==> config.mk <==
export PLATFORM = sky130hd
export DESIGN_NAME = lifo_stack
export DESIGN_NICKNAME = d
export VERILOG_FILES = /design/src/rtl/lifo_stack.sv
export SDC_FILE = /design/constraint.sdc
export NUM_CORES = 1
export LEC_CHECK = 0
export ABC_AREA = 1
export BUFFER_PORTS_ARGS = -buffer_cell sky130_fd_sc_hd__buf_4
export CAP_MARGIN = 25
export CORE_ASPECT_RATIO = 0.7
export CORE_MARGIN = 8
export CORE_UTILIZATION = 66
export DETAILED_ROUTE_END_ITERATION = 16
export GPL_TIMING_DRIVEN = 1
export PLACE_DENSITY = 0.85
export RECOVER_POWER = 50
export SYNTH_ARGS = -nofsm -noshare
export SYNTH_HDL_FRONTEND = slang
export SYNTH_SLANG_ARGS = --single-unit
==> constraint.sdc <==
create_clock -name clk -period 6 [get_ports clk]
set_input_delay 0.3 -clock clk [delete_from_list [all_inputs] [get_ports clk]]
set_output_delay 0.3 -clock clk [all_outputs]
set_load 0.02 [all_outputs]
==> src/rtl/lifo_stack.sv <==
// lifo_stack: register-based LIFO with combinational top-of-stack and sticky error flags
module lifo_stack #(
  parameter int WIDTH = 8,
  parameter int DEPTH = 16,
  localparam int CW = $clog2(DEPTH + 1)
) (
  input  logic             clk,
  input  logic             rst_n,
  input  logic             push,
  input  logic             pop,
  input  logic             clear,
  input  logic [WIDTH-1:0] din,
  output logic [WIDTH-1:0] dout,
  output logic [CW-1:0]    count,
  output logic             empty,
  output logic             full,
  output logic             overflow,
  output logic             underflow
);
  localparam int AW = $clog2(DEPTH);
  logic [WIDTH-1:0] mem [DEPTH];
  logic [AW-1:0]    top, wr_idx;
  logic             replace, we;
  assign empty   = count == '0;
  assign full    = count == CW'(DEPTH);
  assign top     = AW'(count - CW'(1));
  assign dout    = empty ? '0 : mem[top];
  // push+pop on a non-empty stack overwrites the top word in place
  assign replace = push && pop && !empty;
  assign we      = !clear && push && (replace || !full);
  assign wr_idx  = replace ? top : AW'(count);
  always_ff @(posedge clk)
    if (we) mem[wr_idx] <= din;
  always_ff @(posedge clk or negedge rst_n)
    if (!rst_n) begin
      count     <= '0;
      overflow  <= 1'b0;
      underflow <= 1'b0;
    end else if (clear) begin
      count     <= '0;
      overflow  <= 1'b0;
      underflow <= 1'b0;
    end else if (replace) begin
      count <= count;
    end else if (push && !full) begin
      count <= count + CW'(1);
    end else if (push) begin
      overflow <= 1'b1;
    end else if (pop && !empty) begin
      count <= count - CW'(1);
    end else if (pop) begin
      underflow <= 1'b1;
    end
endmodule

==> summary.txt <==
Critical path
  – CP arrival: about 3.4 ns
  – Worst setup EP type: primary output
  – Largest fanout on the critical path: 70
  – Worst path slowest cell: clkinv_1
  – Worst path cell trace: buf_4 -> inv_2 -> ha_1 -> clkinv_1 -> nand3_1 -> nand3_1 -> nand3_1 -> nand2_1 -> nor2_1 -> buf_4
  – CP Launch Type: register
  – CP most frequent cell: nand3_1
  – Reg2reg setup slack: approximately 2.5 ns
  – RR Startpoint: count[0]
  – Setup Crit Path Kind: reg2out
  – CP peak stage delay: roughly 0.60 ns
  – Path depth of the worst reg2reg path: 10
  – RR Endpoint: mem[7][4]
  – Required time of the critical path: around 5.7 ns

Synth
  – Mean area per synthesized cell: ~11 um2
  – Mapped Cells: roughly 550
  – Cell Area, Synth: approximately 6000 um2
  – Synth cell types: 30
  – FF+latch count, synth: 135
  – Syn_nets: between 500 and 600
  – Seq/Total Area, Yosys: 0.665
  – Yosys warnings: 0

Drt
  – Routed Antenna Nets: 0
  – Via-to-Cell Ratio: between 6 and 7
  – DRT iter0 DRCs: about 760
  – DR WL/cell: 20.5 um
  – Via Count: roughly 4300
  – Router iterations before antenna repair: 6
  – Drc violations: 0
  – Final WL: 14.5 mm

Finish
  – Synthesis-to-layout area growth: 12.0%
  – Share of cells above drive strength 1: 0.126
  – Finished Layout Cells: 709
  – Design Area, Final: around 6800 um2
  – Layout Nets: slightly below 600
  – Fin util: 0.752
  – Number of diodes: 0

Floorplan
  – IO Pins: 30
  – Die Y: just under 100 um
  – Die W: between 100 and 150 um
  – Row Count: 29
  – Die area: between 10000 and 15000 um2
  – Total core area: ~9000 um2
  – Initial core utilization: 0.671

STA
  – Setup TNS: 0 ns
  – Slew @ Worst Pin: roughly 1.0 ns
  – Final worst path period need: 3.74 ns
  – Setup violators final: 0
  – Clock Skews: between 0.007 and 0.008 ns
  – Slew headroom: 0.326
  – Tcrit/Tclk final: 0.623
  – Fmax: 0.268 GHz
  – RSZ-0062 raised after global routing: false
  – Slew Viols, Final: 0
  – Fin. Hold Viols: 0

Placed design
  – IO buf count: 29
  – Post-Place Cell Area: 6260 um2
  – Placed cells: 676
  – Hpwl dp: a little over 9 mm
  – Final RePlAce weighted congestion: 0.990

Clocking
  – Post-cts sizing count: 0
  – CTS Hold Buffers Added: 1
  – CTS root buffer: clkbuf_16
  – Skew-Pair Late Insertion Delay: 0.42 ns
  – Clock tree buffer depth: 2
  – CTS Buf Count: 17
  – H-tree Lvls: 4
  – CTS tree: done
  – Clk sink count: approximately 140
  – Setup bufs post-CTS: 0
  – Worst-path clk slew: 0.06 ns

Power
  – PD cells: around 540 nW/um2
  – VDD IR-drop max: roughly 0.4 mV
  – Tot Pwr: about 0.0036 W
  – Lkg Pwr: roughly 2.6 nW

Global routing
  – Met2 GRT Util: 0.335
  – Initial antenna violation count: 0
  – Gr busiest metal: met1
  – Total GRT Usage: 0.246
  – Met1 usage in global routing: 0.357
  – Met3 usage: 0.0974
  – Overflow after GRT: 0
  – Largest net degree at the start of global routing: 71
  – First-pass GRT wire length: roughly 22 mm
  – Number of global-route vias before repair: roughly 3900

Outcome
  – Status: complete, no violations

Worst hold path
  – Hold Path End: overflow
  – HP Class: in2reg
  – Hold path cells: 2
  – Hold wc startpoint: clear

Run
  – Max-Cap Viols: 0
## through the flow
stage | setup slack, ns | hold WS (ns)
2_1_floorplan | 3.25 | 0.00441
3_3_place_gp | 2.83 | 0.115
3_5_place_dp | 2.72 | 0.117
4_1_cts | 2.36 | 0.0800
5_1_grt | 2.07 | 0.0850
6_report | 2.26 | 0.0927
## cell usage in the layout (no fill, tap or decap), types with 2 or more instances in the layout
cell type,count
a21oi_1,16
a31oi_1,2
buf_4,17
clkbuf_1,16
clkbuf_16,17
clkinv_1,2
clkinvlp_4,5
dfrtp_1,6
edfxtp_1,128
ha_1,2
inv_1,18
inv_6,5
inv_8,2
nand2_1,176
nand2_2,9
nand3_1,101
nand3_2,4
nand4_1,3
nor2_1,36
o21ai_2,5
xor2_1,2
xor2_4,3
## Yosys cell counts (all sizes together)
cell type	number	share of area
a21oi	16	0.013
nand3	105	0.092
clkinv	2	0.0012
inv	19	0.012
xor2	5	0.017
xnor2	2	0.0060
buf	15	0.019
clkbuf	13	0.011
nand4	3	0.0031
o21ai	6	0.0081
nand2	186	0.12
edfxtp	128	0.64
dfrtp	7	0.029
a31oi	2	0.0021
nor2	37	0.026
ha	2	0.0041
## registers in the layout, indices dropped and copies added, names as in the netlist
name and count:
mem 128, overflow 1, count 5, underflow 1
## layer usage
layer / vias up / part of all wire
li1: 1938 / -
met1: 2062 / 0.42
met2: 305 / 0.42
met4: 0 / 0.017
met3: 31 / 0.14
met5: - / 0
## worst max-delay path by stage
stage               depth (start not counted)         end  slack (ns)  startpoint
floorplan                                  12   mem[0][0]        3.25    count[0]
global placement                            9  mem[13][6]        2.83    count[0]
detailed placement                          9  mem[12][7]        2.72    count[0]
CTS                                        10     dout[3]        2.36    count[0]
global route                               10     dout[7]        2.07    count[0]
finish                                     10     dout[3]        2.26    count[0]
## power breakdown
part           internal (W)  switching (W)  leakage, nW  total (W)
clock              0.000580       0.000405        0.264   0.000985
combinational      0.000454        0.00105         1.05    0.00150
sequential          0.00109      0.0000530         1.24    0.00114
total               0.00212        0.00150         2.56    0.00363
## cell type report
type | count | area (um2)
repair buffers | 33 | 194
clock buffers | 18 | 429
well taps | 124 | 155
multi-input cells | 364 | 1750
flip-flops and latches | 135 | 4020
clock inverters | 14 | 139
fillers | 596 | 2230
inverters | 21 | 78.8
## critical path: cells and delay by family (launching register included)
family	cells	cell delay [ns]
flip-flops	1	0.34
AND/OR/NAND/NOR	5	0.90
buffers and inverters	4	1.43
adder cells (fa/ha/maj)	1	0.32
## kinds of logic after synthesis
family	Yosys count	share of synthesized area
compound gates	24	0.0234
xor+xnor	7	0.0226
fa+ha+maj	2	0.00414
buf+inv	49	0.0431
flops	135	0.665
simple gates	331	0.242
(Power assumes the default switching activity.)
